$ cat config.mk
export PLATFORM = sky130hd
export DESIGN_NAME = ama_riscv_csr_dbg_arb
export DESIGN_NICKNAME = d
export VERILOG_FILES = /design/src/rtl/ama_riscv_csr_dbg_arb_pkg.sv /design/src/rtl/csr_starve_ctr.sv /design/src/rtl/ama_riscv_csr_dbg_arb.sv
export SDC_FILE = /design/constraint.sdc
export NUM_CORES = 1
export LEC_CHECK = 0
export ABC_AREA = 1
export ABC_CLOCK_PERIOD_IN_PS = 2700
export CORE_MARGIN = 4
export CORE_UTILIZATION = 46
export DETAILED_ROUTE_END_ITERATION = 8
export GPL_TIMING_DRIVEN = 0
export PLACE_DENSITY = 0.87
export REMOVE_ABC_BUFFERS = 1
export SETUP_SLACK_MARGIN = 0.02
export SLEW_MARGIN = 20
export SYNTH_ARGS = -nofsm -noshare
export SYNTH_HDL_FRONTEND = slang
export SYNTH_SLANG_ARGS = --single-unit
$ cat constraint.sdc
create_clock -name clk -period 2.7 [get_ports clk]
set_clock_uncertainty 0.1 [all_clocks]
set_input_delay 0.27 -clock clk [delete_from_list [all_inputs] [get_ports clk]]
set_output_delay 0.27 -clock clk [all_outputs]
set_load 0.01 [all_outputs]
$ cat src/rtl/ama_riscv_csr_dbg_arb_pkg.sv
// rtl/ama_riscv_csr_dbg_arb_pkg.sv - shared types for the CSR port arbiter
package ama_riscv_csr_dbg_arb_pkg;

  typedef struct packed {
    logic       en;
    logic       re;
    logic       we;
    logic [1:0] op;
    logic       ui;
  } csr_ctrl_t;

  // op encodings follow funct3[1:0] of the CSR instructions
  localparam logic [1:0] CSR_OP_RW = 2'b01;
  localparam logic [1:0] CSR_OP_RS = 2'b10;
  localparam logic [1:0] CSR_OP_RC = 2'b11;

  typedef enum logic [1:0] {DBG_RD, DBG_RW, DBG_RS, DBG_RC} dbg_csr_op_t;

  typedef enum logic [2:0] {
    ARB_IDLE, ARB_ACC, ARB_H1, ARB_LO, ARB_H2, ARB_RSP
  } arb_state_t;

  // Plain read: set-with-zero semantics, write enable kept low
  localparam csr_ctrl_t CSR_CTRL_RD = '{en: 1'b1, re: 1'b1, we: 1'b0,
                                        op: CSR_OP_RS, ui: 1'b0};

  function automatic logic [1:0] dbg_to_csr_op(input dbg_csr_op_t op);
    case (op)
      DBG_RW:  return CSR_OP_RW;
      DBG_RC:  return CSR_OP_RC;
      default: return CSR_OP_RS;
    endcase
  endfunction

endpackage

$ cat src/rtl/csr_starve_ctr.sv
// rtl/csr_starve_ctr.sv - debug starvation counter and forced core stall
module csr_starve_ctr #(
  parameter int unsigned STARVE_LIMIT = 8
) (
  input  logic clk,
  input  logic rst_n,
  input  logic dbg_pending_i,
  input  logic core_req_i,
  output logic core_stall_o,
  output logic dbg_slot_o
);

  localparam int unsigned CW = $clog2(STARVE_LIMIT + 1);
  localparam logic [CW-1:0] LIMIT = CW'(STARVE_LIMIT);

  logic [CW-1:0] cnt_q, cnt_d;

  assign core_stall_o = dbg_pending_i & core_req_i & (cnt_q == LIMIT);
  assign dbg_slot_o   = dbg_pending_i & (~core_req_i | core_stall_o);

  // Only counts while debug waits, so it can never pass LIMIT
  always_comb begin
    cnt_d = cnt_q;
    if (dbg_slot_o)
      cnt_d = '0;
    else if (dbg_pending_i && core_req_i)
      cnt_d = cnt_q + 1'b1;
  end

  always_ff @(posedge clk or negedge rst_n) begin
    if (!rst_n) cnt_q <= '0;
    else        cnt_q <= cnt_d;
  end

endmodule

$ cat src/rtl/ama_riscv_csr_dbg_arb.sv
// rtl/ama_riscv_csr_dbg_arb.sv - CSR port arbiter between core and debug
// Core has priority; debug runs single accesses or tear-free wide reads.
module ama_riscv_csr_dbg_arb
  import ama_riscv_csr_dbg_arb_pkg::*;
#(
  parameter int unsigned STARVE_LIMIT = 8,
  parameter int unsigned MAX_RETRY    = 3,
  parameter logic [11:0] HI_OFFSET    = 12'h080
) (
  input  logic        clk,
  input  logic        rst_n,
  input  logic        core_csr_req,
  input  csr_ctrl_t   core_ctrl,
  input  logic [11:0] core_addr,
  input  logic [31:0] core_wdata,
  output logic        core_stall,
  input  logic        dbg_req_valid,
  output logic        dbg_req_ready,
  input  dbg_csr_op_t dbg_req_op,
  input  logic        dbg_req_wide,
  input  logic [11:0] dbg_req_addr,
  input  logic [31:0] dbg_req_wdata,
  output logic        dbg_rsp_valid,
  input  logic        dbg_rsp_ready,
  output logic [63:0] dbg_rsp_data,
  output logic        dbg_rsp_err,
  output csr_ctrl_t   csr_ctrl,
  output logic [11:0] csr_addr,
  output logic [31:0] csr_wdata,
  input  logic [31:0] csr_rdata
);

  localparam int unsigned RW = $clog2(MAX_RETRY + 2);
  localparam logic [RW-1:0] RETRY_MAX = RW'(MAX_RETRY);

  arb_state_t    state_q, state_d;
  dbg_csr_op_t   op_q, op_d;
  logic [11:0]   addr_q, addr_d;
  logic [31:0]   wdata_q, wdata_d;
  logic [31:0]   hi0_q, hi0_d;
  logic [63:0]   data_q, data_d;
  logic          err_q, err_d;
  logic [RW-1:0] retry_q, retry_d;

  logic          dbg_pending;
  logic          dbg_slot;
  csr_ctrl_t     dbg_ctrl;
  logic [11:0]   dbg_addr;
  logic [31:0]   dbg_wdata;
  logic [11:0]   hi_addr;

  assign dbg_pending = (state_q == ARB_ACC) || (state_q == ARB_H1) ||
                       (state_q == ARB_LO)  || (state_q == ARB_H2);
  assign hi_addr     = addr_q + HI_OFFSET;

  csr_starve_ctr #(.STARVE_LIMIT(STARVE_LIMIT)) u_starve (
    .clk           (clk),
    .rst_n         (rst_n),
    .dbg_pending_i (dbg_pending),
    .core_req_i    (core_csr_req),
    .core_stall_o  (core_stall),
    .dbg_slot_o    (dbg_slot)
  );

  assign dbg_req_ready = rst_n & (state_q == ARB_IDLE);
  assign dbg_rsp_valid = (state_q == ARB_RSP);
  assign dbg_rsp_data  = data_q;
  assign dbg_rsp_err   = err_q;

  // Port is quiet in reset even if the core keeps presenting a request
  assign csr_ctrl  = !rst_n ? '0 : (dbg_slot ? dbg_ctrl : core_ctrl);
  assign csr_addr  = dbg_slot ? dbg_addr  : core_addr;
  assign csr_wdata = dbg_slot ? dbg_wdata : core_wdata;

  always_comb begin
    state_d   = state_q;
    op_d      = op_q;
    addr_d    = addr_q;
    wdata_d   = wdata_q;
    hi0_d     = hi0_q;
    data_d    = data_q;
    err_d     = err_q;
    retry_d   = retry_q;
    dbg_ctrl  = '0;
    dbg_addr  = addr_q;
    dbg_wdata = '0;
    case (state_q)
      ARB_IDLE: begin
        if (dbg_req_valid && dbg_req_ready) begin
          op_d    = dbg_req_op;
          addr_d  = dbg_req_addr;
          wdata_d = dbg_req_wdata;
          data_d  = '0;
          err_d   = 1'b0;
          state_d = (dbg_req_wide && dbg_req_op == DBG_RD) ? ARB_H1 : ARB_ACC;
        end
      end
      ARB_ACC: begin
        dbg_ctrl.en = 1'b1;
        dbg_ctrl.re = 1'b1;
        dbg_ctrl.we = (op_q != DBG_RD);
        dbg_ctrl.op = dbg_to_csr_op(op_q);
        dbg_wdata   = wdata_q;
        if (dbg_slot) begin
          data_d  = {32'h0, csr_rdata};
          state_d = ARB_RSP;
        end
      end
      ARB_H1: begin
        dbg_ctrl = CSR_CTRL_RD;
        dbg_addr = hi_addr;
        if (dbg_slot) begin
          hi0_d   = csr_rdata;
          state_d = ARB_LO;
        end
      end
      ARB_LO: begin
        dbg_ctrl = CSR_CTRL_RD;
        if (dbg_slot) begin
          data_d[31:0] = csr_rdata;
          state_d      = ARB_H2;
        end
      end
      ARB_H2: begin
        dbg_ctrl = CSR_CTRL_RD;
        dbg_addr = hi_addr;
        if (dbg_slot) begin
          if (csr_rdata == hi0_q) begin
            data_d[63:32] = csr_rdata;
            state_d       = ARB_RSP;
          end else if (retry_q < RETRY_MAX) begin
            retry_d = retry_q + 1'b1;
            hi0_d   = csr_rdata;
            state_d = ARB_LO;
          end else begin
            err_d         = 1'b1;
            data_d[63:32] = csr_rdata;
            state_d       = ARB_RSP;
          end
        end
      end
      ARB_RSP: begin
        if (dbg_rsp_ready) begin
          retry_d = '0;
          err_d   = 1'b0;
          state_d = ARB_IDLE;
        end
      end
      default: state_d = ARB_IDLE;
    endcase
  end

  always_ff @(posedge clk or negedge rst_n) begin
    if (!rst_n) begin
      state_q <= ARB_IDLE;
      op_q    <= DBG_RD;
      addr_q  <= '0;
      wdata_q <= '0;
      hi0_q   <= '0;
      data_q  <= '0;
      err_q   <= 1'b0;
      retry_q <= '0;
    end else begin
      state_q <= state_d;
      op_q    <= op_d;
      addr_q  <= addr_d;
      wdata_q <= wdata_d;
      hi0_q   <= hi0_d;
      data_q  <= data_d;
      err_q   <= err_d;
      retry_q <= retry_d;
    end
  end

endmodule

Yosys cells after proc, flatten, opt, wreduce, memory -nomap -nowiden. Cells that the tools add are included.

ROM bits: 0. Bits in writable memories: 0. Bits in latches: 0. Output and inout port bits: 118. Flip-flop bits (word level): 153. Memories: 0. Logic and storage cells: 105.

Divide/modulo/power cells: 0. Eq/ne operators: 19. Multipliers: 0. Reduce and logical (&&, ||, !) cells: 24. Add/sub/neg operators: 3. Bitwise gates (word level): 6. Mux-type cells: 42. Shift operators: 0. Magnitude comparators: 1.

Operator list (number): $mux 32 (9); $pmux 32 s3 (2); $mux 64 (2); $pmux 32 s2 (1); $mux 3 (11); $eq 32x32->1 (1); $mux 12 (2); $pmux 3 s6 (1); $reduce_and 5->1 (3); $add 12x8->12 const B (1); $mux 6 (2); $ne 2x2->1 const B (6); $reduce_and 6->1 (2); $pmux 5 s2 (1); $reduce_bool 3->1 (3); $mux 4 (2); $reduce_bool 2->1 (4); $eq 3x2->1 const B (2); $eq 3x3->1 const B (2); $ne 2x1->1 const B (3); $pmux 3 s2 (1); $mux 1 (5); $add 4x1->4 const B (1); $and 1x1->1 (4); other kinds (20) (24).

Longest topological paths before layout.
Depth in word-level cells: 10. Gate-level depth with buffers: 13.

By module. A second synthesis with hierarchy kept.

Cell total of the unflattened synthesis: 832. Area, all modules: 7327.0 um^2.

By module, submodules not included: ama_riscv_csr_dbg_arb (area each 7071.8 um^2, cells an instance 800, times used 1); csr_starve_ctr (area each 255.2 um^2, cells an instance 32, times used 1).

Least setup slack after synthesis. No wires, ideal clock.

Kind: register to output. From: register u_starve.cnt_q[0]. To: output csr_wdata[10]. Cell stages (with the launch flop): 10. Arrival: 1701 ps. Path buffers: 2. Required time: 2330 ps. Path slack: 629 ps. Path through: dfrtp_1 -> inv_1 -> ha_1 -> nand3_1 -> nand2_1 -> inv_2 -> nor2_1 -> buf_2 -> buf_1 -> a32o_1.

Word-level cells in the longest chain between the ends: 5.

RTL lines: start: declaration (line csr_starve_ctr.sv:16) `logic [CW-1:0] cnt_q, cnt_d;`; start signal: assignment (line csr_starve_ctr.sv:32) `else cnt_q <= cnt_d;`; $eq 4x4->1 (line csr_starve_ctr.sv:18) `assign core_stall_o = dbg_pending_i & core_req_i & (cnt_q == LIMIT);`; $and 1x1->1 (line csr_starve_ctr.sv:18); $or 1x1->1 (line csr_starve_ctr.sv:19) `assign dbg_slot_o = dbg_pending_i & (~core_req_i | core_stall_o);`; $and 1x1->1 (line csr_starve_ctr.sv:19); $mux 32 (line ama_riscv_csr_dbg_arb.sv:73) `assign csr_wdata = dbg_slot ? dbg_wdata : core_wdata;`; end: declaration (line ama_riscv_csr_dbg_arb.sv:29) `output logic [31:0] csr_wdata,`.

Every way passes these cells.

==> impl.org <==
** Run status
- Result of the run :: finished with violations
- The checks that failed: negative hold slack, negative setup slack.

** Synth
- After technology mapping, the gate count stands at about 830.
- The share of synthesized area in the top cell type comes to 0.518.
- For this run, the number of Yosys warnings is 0.
- The number of different library cells used by synthesis comes to 28.
- Avg Synthesized Cell Area :: between 8 and 9 sq um
- Combined area of all synthesized cells :: approximately 0.0074 sq mm
- Yosys attributes the largest share of cell area to dfrtp_1 52%, nand2_1 14%, mux2_2 6.5%, nand3_1 5.0%, a32o_1 4.3%.
- Post-synthesis register bit count :: between 150 and 200
- The share of the Yosys chip area taken by registers is 0.518.
- The largest total area in the synthesized netlist belongs to dfrtp_1.

** Setup path
- Largest fanout of any net on the critical path :: 8
- The worst register-to-register path begins at state_q[1].
- Register-to-Register Setup Slack :: roughly 0.080 ns
- R2R depth :: 8
- The critical path ends at csr_ctrl[2].
- In this run the worst setup path begins at state_q[1].
- The worst register-to-register path ends at hi0_q[11].
- Kind of start point of the critical path :: register
- Req. time, crit path :: around 2.3 ns
- Kind of end point of the critical path :: output pin
- Arrival @ worst endpoint :: 2.35 ns
- The critical path in this run is classified as reg2out.

** Placed design
- After legalization and detailed placement, the total HPWL measured between 15000 and 20000 um.
- Routability cong. :: 0.818
- Summing all placed instances gives a cell area of 0.0102 sq mm.
- In this run the tool buffered the top-level ports with between 200 and 300 buffer cells.
- Total instance count after detailed placement :: roughly 1300

** STA
- Shortest period the worst path allows :: ~2.7 ns
- Setup violations remaining at the end of the flow were counted as 1.
- Setup repair after global routing could not meet its margin everywhere.
- Measured against its own limit, the worst slew margin works out to 0.402.
- Worst hold margin :: -0.165 ns
- Final-report hold violation count :: 90
- In the finished design, the share of the clock period the worst path needs comes to 1.01.
- Once routing completed, OpenROAD measured the worst setup slack at -0.0162 ns.
- Highest clock rate :: 368 MHz
- Measured slew at the worst slew-check pin :: between 0.8 and 0.9 ns
- Final Max Tran Viols :: 0

** Power
- Cell Pwr Density :: 1070 mW/mm^2
- Overall power consumption after layout is estimated at 11.9 mW.
- Total leakage power :: around 5.3 nW
- Max VDD drop :: approximately 0.56 mV

** Final layout
- For this run, the post-layout net count is ~1200.
- The library cell used most frequently in the layout, excluding fill and tap cells, is nand2_1.
- In the layout the commonest cells are 278 x nand2_1, 199 x clkdlybuf4s50_1, 150 x dfrtp_1, 71 x nand3_1, 43 x mux2_2.
- Of the cells placed in the final design, the portion with a size suffix greater than 1 is 0.156.
- Inserted Diodes :: 0
- Total non-filler cell area in the finished layout :: approximately 0.011 sq mm
- From synthesis to final layout, the design area changed by 51.1%.
- The filler cells instantiated in the layout total approximately 1100.
- Post-route core utilization :: 0.706
- The count of cells in the finished layout, fillers not included, comes to ~1300.

** Floorplanning
- The die is ~130 um wide.
- From bottom edge to top edge, the die measures around 130 um.
- The initial utilization of the core area, before any placement, comes to 0.467.
- The die covers 0.0182 sq mm.
- In this run the core area contains 46 standard-cell rows.
- During I/O placement, the number of pins put on the boundary was about 250.
- Area of the core :: 0.0158 sq mm

** Global routing
- Entering global routing, the biggest net connects 96 pins.
- Number of global-route vias before repair :: approximately 7300
- After global routing the overflow that remains totals 0.
- The first global-routing pass estimated ~39000 um of wire.
- For this run, the total global-route usage over all layers was measured as 0.273.
- The number of antenna violations at the first check in global routing came to 0.

** Clock tree
- Sink count of the clock tree :: ~150
- Total of hold buffers inserted after clock tree synthesis :: 3
- Clock input transition at the sequential cells of the worst setup and hold paths :: ~0.06 ns
- CTS Buf Count :: 17
- Buffer depth of the longest clock path :: 2
- Root cell of the clock tree :: clkbuf_16
- TritonCTS built the clock tree.
- At the later pin of the worst-skew pair, clock insertion delay measures 0.41 ns.
- In this run the number of H-tree levels came out at 4.

** Drt
- Via count normalized by instance count :: 5.48
- Starting DRC count in detailed routing :: approximately 650
- Number of optimization iterations in the first detailed-route pass :: 5
- The final layout contains routed wiring with a total length of around 26000 um.
- Number of design rule violations left after detail routing :: 0
- Residual antenna-violating net count after detailed routing :: 0
- After detailed routing, the average wire length per cell comes to 19.4 um.
- For this block, the via count after detailed routing is between 7000 and 8000.

** Job
- Max-cap violations in this run came to 0.

** Hold path
- The min-delay analysis places its worst path in the category in2async.
state kept, by name, summed over array words and instances, names as in the netlist:
register / count
state_q: 3
dbg_rsp_err: 1
wdata_q: 32
hi0_q: 32
u_starve.cnt_q: 4
op_q: 2
addr_q: 12
dbg_rsp_data: 64
retry_q: 3
critical path, stage by stage (launching register included):
cell and delay (ns):
dfrtp_2 0.47, nor2_4 0.15, inv_4 0.08, nor2_4 0.17, inv_2 0.08, nand2_4 0.12
nand2_8 0.11, clkinvlp_4 0.15, buf_4 0.13, o21ai_0 0.09, a21oi_1 0.19, buf_2 0.19
final cells by class:
| class | count | area [sq um] | share of cell area |
|---|---|---|---|
| flip-flops and latches | 153 | 3830 | 0.343 |
| multi-input cells | 586 | 3380 | 0.303 |
| repair buffers | 289 | 2900 | 0.260 |
| clock buffers | 25 | 505 | 0.0452 |
| well taps | 216 | 270 | 0.0242 |
| inverters | 46 | 186 | 0.0167 |
| clock inverters | 6 | 87.6 | 0.00784 |
| repair inverters | 1 | 7.51 | 0.000672 |
worst min-delay path by stage:
stage                startpoint               end  slack [ns]
2_1_floorplan             rst_n         addr_q[0]       -0.13
3_3_place_gp   dbg_rsp_data[39]  dbg_rsp_data[39]        0.35
3_5_place_dp              rst_n  dbg_rsp_data[60]        0.15
4_1_cts                   rst_n          hi0_q[0]       -0.14
5_1_grt                   rst_n  dbg_rsp_data[62]       -0.10
6_report                  rst_n  dbg_rsp_data[62]       -0.16
timing repair:
item,in CTS,in global routing
gates cloned,5,1
pin swaps,8,5
buffers inserted,23,4
resized for setup,98,53
endpoints found under the setup margin,119,107
endpoints found under the hold margin,63,90
cell usage after synthesis (all sizes together):
master,count
mux2,43
nand2,286
or2,1
nand4,37
dfrtp,153
nor2,38
nand3b,1
nor3,5
o31ai,2
a32o,32
a31oi,2
xor2,2
o21ai,20
a21oi,9
buf,25
nand3,75
xnor2,26
ha,4
clkbuf,25
inv,46
report_power, final:
part / internal, mW / switching (mW) / leakage (nW)
clock: 1.48 / 0.924 / 0.293
sequential: 3.23 / 0.648 / 1.94
combinational: 2.62 / 3.01 / 3.09
total: 7.33 / 4.58 / 5.33
metal layers:
| layer | vias up | share of wire | track usage |
|---|---|---|---|
| li1 | 3310 | - | - |
| met5 | - | 0 | 0 |
| met2 | 363 | 0.51 | 0.447 |
| met3 | 87 | 0.074 | 0.0693 |
| met1 | 3490 | 0.38 | 0.342 |
| met4 | 0 | 0.040 | 0.128 |
per-stage QoR:
stage	hold slack, ns	worst slack, ns	TNS [ns]
finish	-0.165	-0.0162	-0.0162
global route	-0.105	-0.0470	-0.273
CTS	-0.135	0.0213	0
detailed placement	0.154	-0.966	-52.54
global placement	0.353	-9.15	-1864.66
floorplan	-0.126	-1.91	-133.44
cell families after synthesis:
group	after synthesis	share of synthesized area
compound gates	65	0.0672
xor+xnor	28	0.0332
fa+ha+maj	4	0.00677
buf+inv	96	0.0530
flops	153	0.518
mux	43	0.0655
simple gates	443	0.257
No activity file was read; power rests on OpenSTA's default activity.
